File: src/rtl/bp_lce_mem_port_sched_if.sv
// Handshake bundle between the port scheduler and its two requesters plus
// the memory port it drives.
//   cache_pkt_v_i / cache_pkt_i / cache_pkt_yumi_o : cache pipeline request
//   lce_pkt_v_i / lce_pkt_i / lce_lock_i / lce_pkt_yumi_o : LCE request
//   mem_pkt_v_o / mem_pkt_o / mem_ready_and_i / mem_sel_lce_o : memory side
//   cache_busy_o : cache must not issue
//   starve_cnt_o : LCE starvation count
// The slave modport belongs to the scheduler; the master modport belongs to
// the environment (requesters and memory).
interface bp_lce_mem_port_sched_if #(
   parameter int pkt_width_p         = 8,
   parameter int timeout_max_limit_p = 4
);
   localparam int cnt_width_lp = $clog2(timeout_max_limit_p + 1);

   logic                    cache_pkt_v_i;
   logic [pkt_width_p-1:0]  cache_pkt_i;
   logic                    cache_pkt_yumi_o;
   logic                    lce_pkt_v_i;
   logic [pkt_width_p-1:0]  lce_pkt_i;
   logic                    lce_lock_i;
   logic                    lce_pkt_yumi_o;
   logic                    mem_pkt_v_o;
   logic [pkt_width_p-1:0]  mem_pkt_o;
   logic                    mem_ready_and_i;
   logic                    mem_sel_lce_o;
   logic                    cache_busy_o;
   logic [cnt_width_lp-1:0] starve_cnt_o;

   modport master (
      output cache_pkt_v_i, cache_pkt_i, lce_pkt_v_i, lce_pkt_i, lce_lock_i, mem_ready_and_i,
      input  cache_pkt_yumi_o, lce_pkt_yumi_o, mem_pkt_v_o, mem_pkt_o, mem_sel_lce_o,
             cache_busy_o, starve_cnt_o
   );

   modport slave (
      input  cache_pkt_v_i, cache_pkt_i, lce_pkt_v_i, lce_pkt_i, lce_lock_i, mem_ready_and_i,
      output cache_pkt_yumi_o, lce_pkt_yumi_o, mem_pkt_v_o, mem_pkt_o, mem_sel_lce_o,
             cache_busy_o, starve_cnt_o
   );
endinterface

File: src/rtl/bp_lce_mem_port_sched.sv
// Two-requester scheduler for one cache memory port (tag, data or stat).
// The cache pipeline has default priority; the LCE takes the port when it
// has starved for timeout_max_limit_p cycles, and may hold it across a
// multi-packet sequence via lce_lock_i.
// Ports:
//   clk_i      : clock, rising edge
//   reset_n_i  : asynchronous active-low reset; forces all outputs to 0
//   sched_if   : slave side of bp_lce_mem_port_sched_if (requests, memory
//                handshake, cache_busy_o, starve_cnt_o)
module bp_lce_mem_port_sched #(
   parameter int pkt_width_p         = 8,
   parameter int timeout_max_limit_p = 4
) (
   input logic                    clk_i,
   input logic                    reset_n_i,
   bp_lce_mem_port_sched_if.slave sched_if
);
   localparam int cnt_width_lp = $clog2(timeout_max_limit_p + 1);
   localparam logic [cnt_width_lp-1:0] cnt_max_lp  = cnt_width_lp'(timeout_max_limit_p);
   localparam logic [cnt_width_lp-1:0] cnt_trig_lp = cnt_width_lp'(timeout_max_limit_p - 1);

   typedef enum logic [1:0] {
      PRIO_CACHE,
      STARVE,
      LOCK
   } state_e;

   state_e                  state_r;
   logic [cnt_width_lp-1:0] cnt_r;

   logic lce_excl;
   logic cache_own;
   logic lce_own;
   logic cache_yumi;
   logic lce_yumi;
   logic lce_blocked;

   always_comb begin
      lce_excl    = (state_r != PRIO_CACHE);
      cache_own   = sched_if.cache_pkt_v_i & ~lce_excl;
      lce_own     = sched_if.lce_pkt_v_i & (lce_excl | ~sched_if.cache_pkt_v_i);
      // Handshakes are gated by reset so nothing is consumed while reset is held.
      cache_yumi  = reset_n_i & cache_own & sched_if.mem_ready_and_i;
      lce_yumi    = reset_n_i & lce_own & sched_if.mem_ready_and_i;
      lce_blocked = sched_if.lce_pkt_v_i & ~lce_yumi;
   end

   assign sched_if.cache_pkt_yumi_o = cache_yumi;
   assign sched_if.lce_pkt_yumi_o   = lce_yumi;
   assign sched_if.mem_pkt_v_o      = reset_n_i & (cache_own | lce_own);
   assign sched_if.mem_sel_lce_o    = reset_n_i & lce_own;
   // With no owner the cache packet is passed through, matching a sel of 0.
   assign sched_if.mem_pkt_o        = reset_n_i ? (lce_own ? sched_if.lce_pkt_i : sched_if.cache_pkt_i) : '0;
   // Pure state decode; the asynchronous reset already forces PRIO_CACHE.
   assign sched_if.cache_busy_o     = lce_excl;
   assign sched_if.starve_cnt_o     = cnt_r;

   always_ff @(posedge clk_i or negedge reset_n_i) begin
      if (!reset_n_i) begin
         state_r <= PRIO_CACHE;
         cnt_r   <= '0;
      end else begin
         if (lce_blocked) begin
            cnt_r <= (cnt_r == cnt_max_lp) ? cnt_r : cnt_r + cnt_width_lp'(1);
         end else begin
            cnt_r <= '0;
         end

         case (state_r)
            PRIO_CACHE: begin
               if (lce_yumi & sched_if.lce_lock_i) begin
                  state_r <= LOCK;
               end else if (lce_blocked & (cnt_r == cnt_trig_lp)) begin
                  state_r <= STARVE;
               end
            end
            STARVE: begin
               if (lce_yumi) begin
                  state_r <= sched_if.lce_lock_i ? LOCK : PRIO_CACHE;
               end else if (!sched_if.lce_pkt_v_i) begin
                  // Withdrawn LCE request: give the port back to the cache.
                  state_r <= PRIO_CACHE;
               end
            end
            LOCK: begin
               if (lce_yumi & ~sched_if.lce_lock_i) begin
                  state_r <= PRIO_CACHE;
               end
            end
            default: state_r <= PRIO_CACHE;
         endcase
      end
   end

   a_cache_yumi_valid: assert property (@(posedge clk_i) disable iff (!reset_n_i)
      sched_if.cache_pkt_yumi_o |-> sched_if.cache_pkt_v_i);
   a_lce_yumi_valid: assert property (@(posedge clk_i) disable iff (!reset_n_i)
      sched_if.lce_pkt_yumi_o |-> sched_if.lce_pkt_v_i);
   a_lce_valid_held: assert property (@(posedge clk_i) disable iff (!reset_n_i)
      (sched_if.lce_pkt_v_i && !sched_if.lce_pkt_yumi_o) |=> sched_if.lce_pkt_v_i);
   a_cache_yumi_busy: assert property (@(posedge clk_i) disable iff (!reset_n_i)
      !(sched_if.cache_pkt_yumi_o && sched_if.cache_busy_o));
endmodule

File: src/flat_wrapper.sv
// flat-port wrapper written by rule: the top's interface ports become plain ports
module bp_lce_mem_port_sched_flat 
#(
   parameter int pkt_width_p         = 8,
   parameter int timeout_max_limit_p = 4
)
  (clk_i, reset_n_i, sched_if_cache_pkt_v_i, sched_if_cache_pkt_i, sched_if_lce_pkt_v_i, sched_if_lce_pkt_i, sched_if_lce_lock_i, sched_if_mem_ready_and_i, sched_if_cache_pkt_yumi_o, sched_if_lce_pkt_yumi_o, sched_if_mem_pkt_v_o, sched_if_mem_pkt_o, sched_if_mem_sel_lce_o, sched_if_cache_busy_o, sched_if_starve_cnt_o);
  bp_lce_mem_port_sched_if #(.pkt_width_p(pkt_width_p), .timeout_max_limit_p(timeout_max_limit_p)) sched_if_i ();
  input logic clk_i;
  input logic reset_n_i;
  input wire logic [$bits(sched_if_i.cache_pkt_v_i)-1:0] sched_if_cache_pkt_v_i;
  input wire logic [$bits(sched_if_i.cache_pkt_i)-1:0] sched_if_cache_pkt_i;
  input wire logic [$bits(sched_if_i.lce_pkt_v_i)-1:0] sched_if_lce_pkt_v_i;
  input wire logic [$bits(sched_if_i.lce_pkt_i)-1:0] sched_if_lce_pkt_i;
  input wire logic [$bits(sched_if_i.lce_lock_i)-1:0] sched_if_lce_lock_i;
  input wire logic [$bits(sched_if_i.mem_ready_and_i)-1:0] sched_if_mem_ready_and_i;
  output wire logic [$bits(sched_if_i.cache_pkt_yumi_o)-1:0] sched_if_cache_pkt_yumi_o;
  output wire logic [$bits(sched_if_i.lce_pkt_yumi_o)-1:0] sched_if_lce_pkt_yumi_o;
  output wire logic [$bits(sched_if_i.mem_pkt_v_o)-1:0] sched_if_mem_pkt_v_o;
  output wire logic [$bits(sched_if_i.mem_pkt_o)-1:0] sched_if_mem_pkt_o;
  output wire logic [$bits(sched_if_i.mem_sel_lce_o)-1:0] sched_if_mem_sel_lce_o;
  output wire logic [$bits(sched_if_i.cache_busy_o)-1:0] sched_if_cache_busy_o;
  output wire logic [$bits(sched_if_i.starve_cnt_o)-1:0] sched_if_starve_cnt_o;
  assign sched_if_i.cache_pkt_v_i = sched_if_cache_pkt_v_i;
  assign sched_if_i.cache_pkt_i = sched_if_cache_pkt_i;
  assign sched_if_i.lce_pkt_v_i = sched_if_lce_pkt_v_i;
  assign sched_if_i.lce_pkt_i = sched_if_lce_pkt_i;
  assign sched_if_i.lce_lock_i = sched_if_lce_lock_i;
  assign sched_if_i.mem_ready_and_i = sched_if_mem_ready_and_i;
  assign sched_if_cache_pkt_yumi_o = sched_if_i.cache_pkt_yumi_o;
  assign sched_if_lce_pkt_yumi_o = sched_if_i.lce_pkt_yumi_o;
  assign sched_if_mem_pkt_v_o = sched_if_i.mem_pkt_v_o;
  assign sched_if_mem_pkt_o = sched_if_i.mem_pkt_o;
  assign sched_if_mem_sel_lce_o = sched_if_i.mem_sel_lce_o;
  assign sched_if_cache_busy_o = sched_if_i.cache_busy_o;
  assign sched_if_starve_cnt_o = sched_if_i.starve_cnt_o;
  bp_lce_mem_port_sched #(.pkt_width_p(pkt_width_p), .timeout_max_limit_p(timeout_max_limit_p)) u_core (.clk_i(clk_i), .reset_n_i(reset_n_i), .sched_if(sched_if_i));
endmodule
File: config.mk
export PLATFORM = sky130hd
export DESIGN_NAME = bp_lce_mem_port_sched_flat
export DESIGN_NICKNAME = d
export VERILOG_FILES = /design/src/rtl/bp_lce_mem_port_sched_if.sv /design/src/rtl/bp_lce_mem_port_sched.sv /design/src/flat_wrapper.sv
export SDC_FILE = /design/constraint.sdc
export NUM_CORES = 1
export LEC_CHECK = 0
export CAP_MARGIN = 20
export CORE_MARGIN = 5
export CORE_UTILIZATION = 31
export DETAILED_ROUTE_END_ITERATION = 8
export HOLD_SLACK_MARGIN = 0.06
export PLACE_DENSITY_LB_ADDON = 0.08
export SYNTH_ARGS = -nofsm -noshare
export SYNTH_HDL_FRONTEND = slang
export SYNTH_SLANG_ARGS = --single-unit
File: constraint.sdc
create_clock -name clk_i -period 1.57 [get_ports clk_i]
set_input_delay 0.2355 -clock clk_i [delete_from_list [all_inputs] [get_ports clk_i]]
set_output_delay 0.2355 -clock clk_i [all_outputs]
set_load 0.01 [all_outputs]
==> impl_metrics.csv <==
group,metric,value,unit
status,status,"finished with violations",
status,violations,"negative setup slack",
setup_path,path_class,"flop to output pin",
setup_path,reg2reg_setup_slack,0.26,ns
logic_synthesis,synthArstFlopShare,100.0,%
setup_path,r2r_end,"u_core.state_r[0]$_DFFE_PN0P_",
clocking,cts.clk_slew.worst_paths,0.04,ns
setup_path,worstPathMaxFanout,5,
sta,max_clock_freq,0.5932,GHz
sta,min_period,1.686,ns
sta,setup_tns,-0.7727,ns
cells_and_area,drive_gt1_share,27.27,%
cells_and_area,final_cell_mix,"21 x clkdlybuf4s50_1, 20 x nand2_1, 9 x buf_2",
global_routing,grt_pass1_vias,605,
placed_design,dp_hpwl,1325,um
setup_path,cp.required,1.33,ns
sta,hold_viol,0,
floorplan,dieArea,2386,sq um
global_routing,antenna_found_initial,0,
route,viasPerCell,4.643,
logic_synthesis,syn_avg_cell_area,7.799,sq um
global_routing,grt_start_max_net_pins,19,
cells_and_area,area_growth,100.0,%
route,wl_per_cell,12.85,um
cells_and_area,n_antenna_cell,0,
clocking,clock_sinks,5,
floorplan,core_area,1471,sq um
global_routing,grt_overflow,0,
route,drtIter0Drc,1,
sta,drv_slew,0,
pwr,peakVddDrop,0.0004733,V
worst_hold_path,min_path_type,"input pin to async pin",
flow_run,maxCapViolations,0,
logic_synthesis,ys.flop_type,"dfrtp_1",
logic_synthesis,ys_ff_latch,5,
sta,rsz0062_at_grt,"true",
sta,finalSetupViolations,11,
clocking,clkLatencyLatePin,0.24,ns
route,antenna_left,0,
sta,worst_slew_pin_slew,0.2075,ns
setup_path,cp-start-kind,"flop",
route,routed_wl,1619,um
sta,slew-limit-headroom,86.15,%
sta,fin_ws,-0.1158,ns
sta,hold_ws,0.1182,ns
cells_and_area,nets,136,
clocking,numCtsBuffers,3,
pwr,leakagePower,0.4706,nW
route,drc,0,
cells_and_area,nFillCells,145,
cells_and_area,final_common_cell,"clkdlybuf4s50_1",
global_routing,grt_pass1_wl,2677,um
logic_synthesis,syn_inst,60,
floorplan,die_y,48.85,um
floorplan,rows,14,
logic_synthesis,ys_types,20,
sta,fin_crit_sh,107.4,%
logic_synthesis,seq_area_frac_synth,26.74,%
floorplan,ioPinCount,38,
logic_synthesis,synth_edf_count,0,
route,firstDrtPassIters,2,
placed_design,port_buffers,37,
route,vias,585,
logic_synthesis,synth_nets,85,
global_routing,grt_usage,14.36,%
setup_path,reg2regPathDepth,5,
setup_path,worstPathArrival,1.45,ns
pwr,p_per_area,702.8,nW/um^2
setup_path,r2r_start,"u_core.state_r[0]$_DFFE_PN0P_",
logic_synthesis,yosysWarnings,0,
floorplan,start_util,31.80,%
clocking,tritoncts,"built",
placed_design,gp_congestion,0.6875,
clocking,htree_num_levels,1,
floorplan,die_width,48.85,um
clocking,clockBufferDepth,2,
clocking,root_buffer,"clkbuf_4",
sta,finClkSkew,0.002461,ns
setup_path,endpoint_kind,"output pin",
logic_synthesis,syn-cell-area,467.9,sq um
[synthesized netlist by cell type (2+ instances only)]
cell type | instances | share of area (%)
a21oi_1 | 2 | 2.1
buf_2 | 2 | 2.1
nand3_1 | 2 | 2.1
dfrtp_1 | 5 | 27
nor2_1 | 3 | 2.4
inv_1 | 3 | 2.4
mux2i_1 | 8 | 17
nand2_1 | 20 | 16
o21a_1 | 2 | 3.2
ha_1 | 3 | 8.0
[per-layer routing]
layer / vias up / wire length [um] / global-route usage [%]
li1: 296 / - / -
met1: 269 / 617 / 13.99
met2: 18 / 890 / 26.74
met3: 2 / 98 / 6.422
met4: 0 / 12 / 4.036
met5: - / 0 / 0
[metrics by stage]
stage / power (W) / cells / worst slack [ns] / util [%] / cell area (sq um)
after floorplan: 0.0003200 / 60 / 0.2087 / - / 467.9
after global placement: 0.0005163 / 120 / -0.5162 / 62.84 / 924.6
after detailed placement: 0.0005247 / 120 / -0.5927 / 62.84 / 924.6
after CTS: 0.0006769 / 127 / -0.1547 / 64.03 / 942.2
after global routing: 0.0007166 / 126 / -0.1690 / 63.61 / 935.9
final: 0.0006578 / 126 / -0.1158 / 63.61 / 935.9
[critical path, cell delays in order (launching register included)]
cell and delay [ns]:
dfrtp_1 0.40, nor3b_4 0.25, buf_4 0.17, and3_1 0.16, clkdlybuf4s15_2 0.22
[power breakdown]
group          switching (W)  total [W]  internal, W
registers          0.0000222   0.000171     0.000149
logic               0.000138   0.000337     0.000198
clock network      0.0000537   0.000150    0.0000962
total               0.000214   0.000658     0.000443
[cell families (layout without fill, tap and decap cells)]
kind of cell               Yosys count  after routing  synth area share [%]
muxes                                8              8                 17.11
and+or+nand+nor                     31             31                 31.02
adders and majority gates            3              3                 8.022
xor gates and xnor gates             1              1                 1.872
DFF                                  5              5                 26.74
buffers and inverters                6             56                 6.952
AOI/OAI and AO/OA                    6              6                 8.287
[area by class of cell]
type                    instances  area, sq um  share of cell area (%)
clock buffers                   4        26.28                   2.807
inverters                       3        11.26                   1.203
multi-input cells              49        317.8                   33.96
repair buffers                 49        435.4                   46.52
flip-flops and latches          5        125.1                   13.37
well taps                      16        20.02                   2.139
[state kept, by name (all words and copies together) (netlist names)]
name and count:
u_core.sched_if.starve_cnt_o 3, u_core.state_r 2
[repair_timing]
action / 4_1_cts / 5_1_grt
pin swaps: 1 / 1
setup endpoints to repair: 13 / 13
resized for setup: 51 / 4
hold buffers: 0 / 0
buffers inserted: 3 / 0
[how the worst max path moves through the flow]
stage | depth (start not counted) | endpoint | slack [ns] | startpoint
final | 4 | sched_if_cache_pkt_yumi_o | -0.12 | u_core.state_r[0]$_DFFE_PN0P_
after global placement | 6 | sched_if_mem_pkt_o[2] | -0.52 | sched_if_cache_pkt_v_i
after CTS | 6 | sched_if_mem_pkt_o[0] | -0.15 | u_core.state_r[1]$_DFFE_PN0P_
after floorplan | 4 | sched_if_mem_pkt_o[0] | 0.21 | u_core.state_r[0]$_DFFE_PN0P_
after global routing | 4 | sched_if_cache_pkt_yumi_o | -0.17 | u_core.state_r[0]$_DFFE_PN0P_
after detailed placement | 6 | sched_if_mem_pkt_o[0] | -0.59 | sched_if_cache_pkt_v_i
No activity file was read; power rests on OpenSTA's default activity.
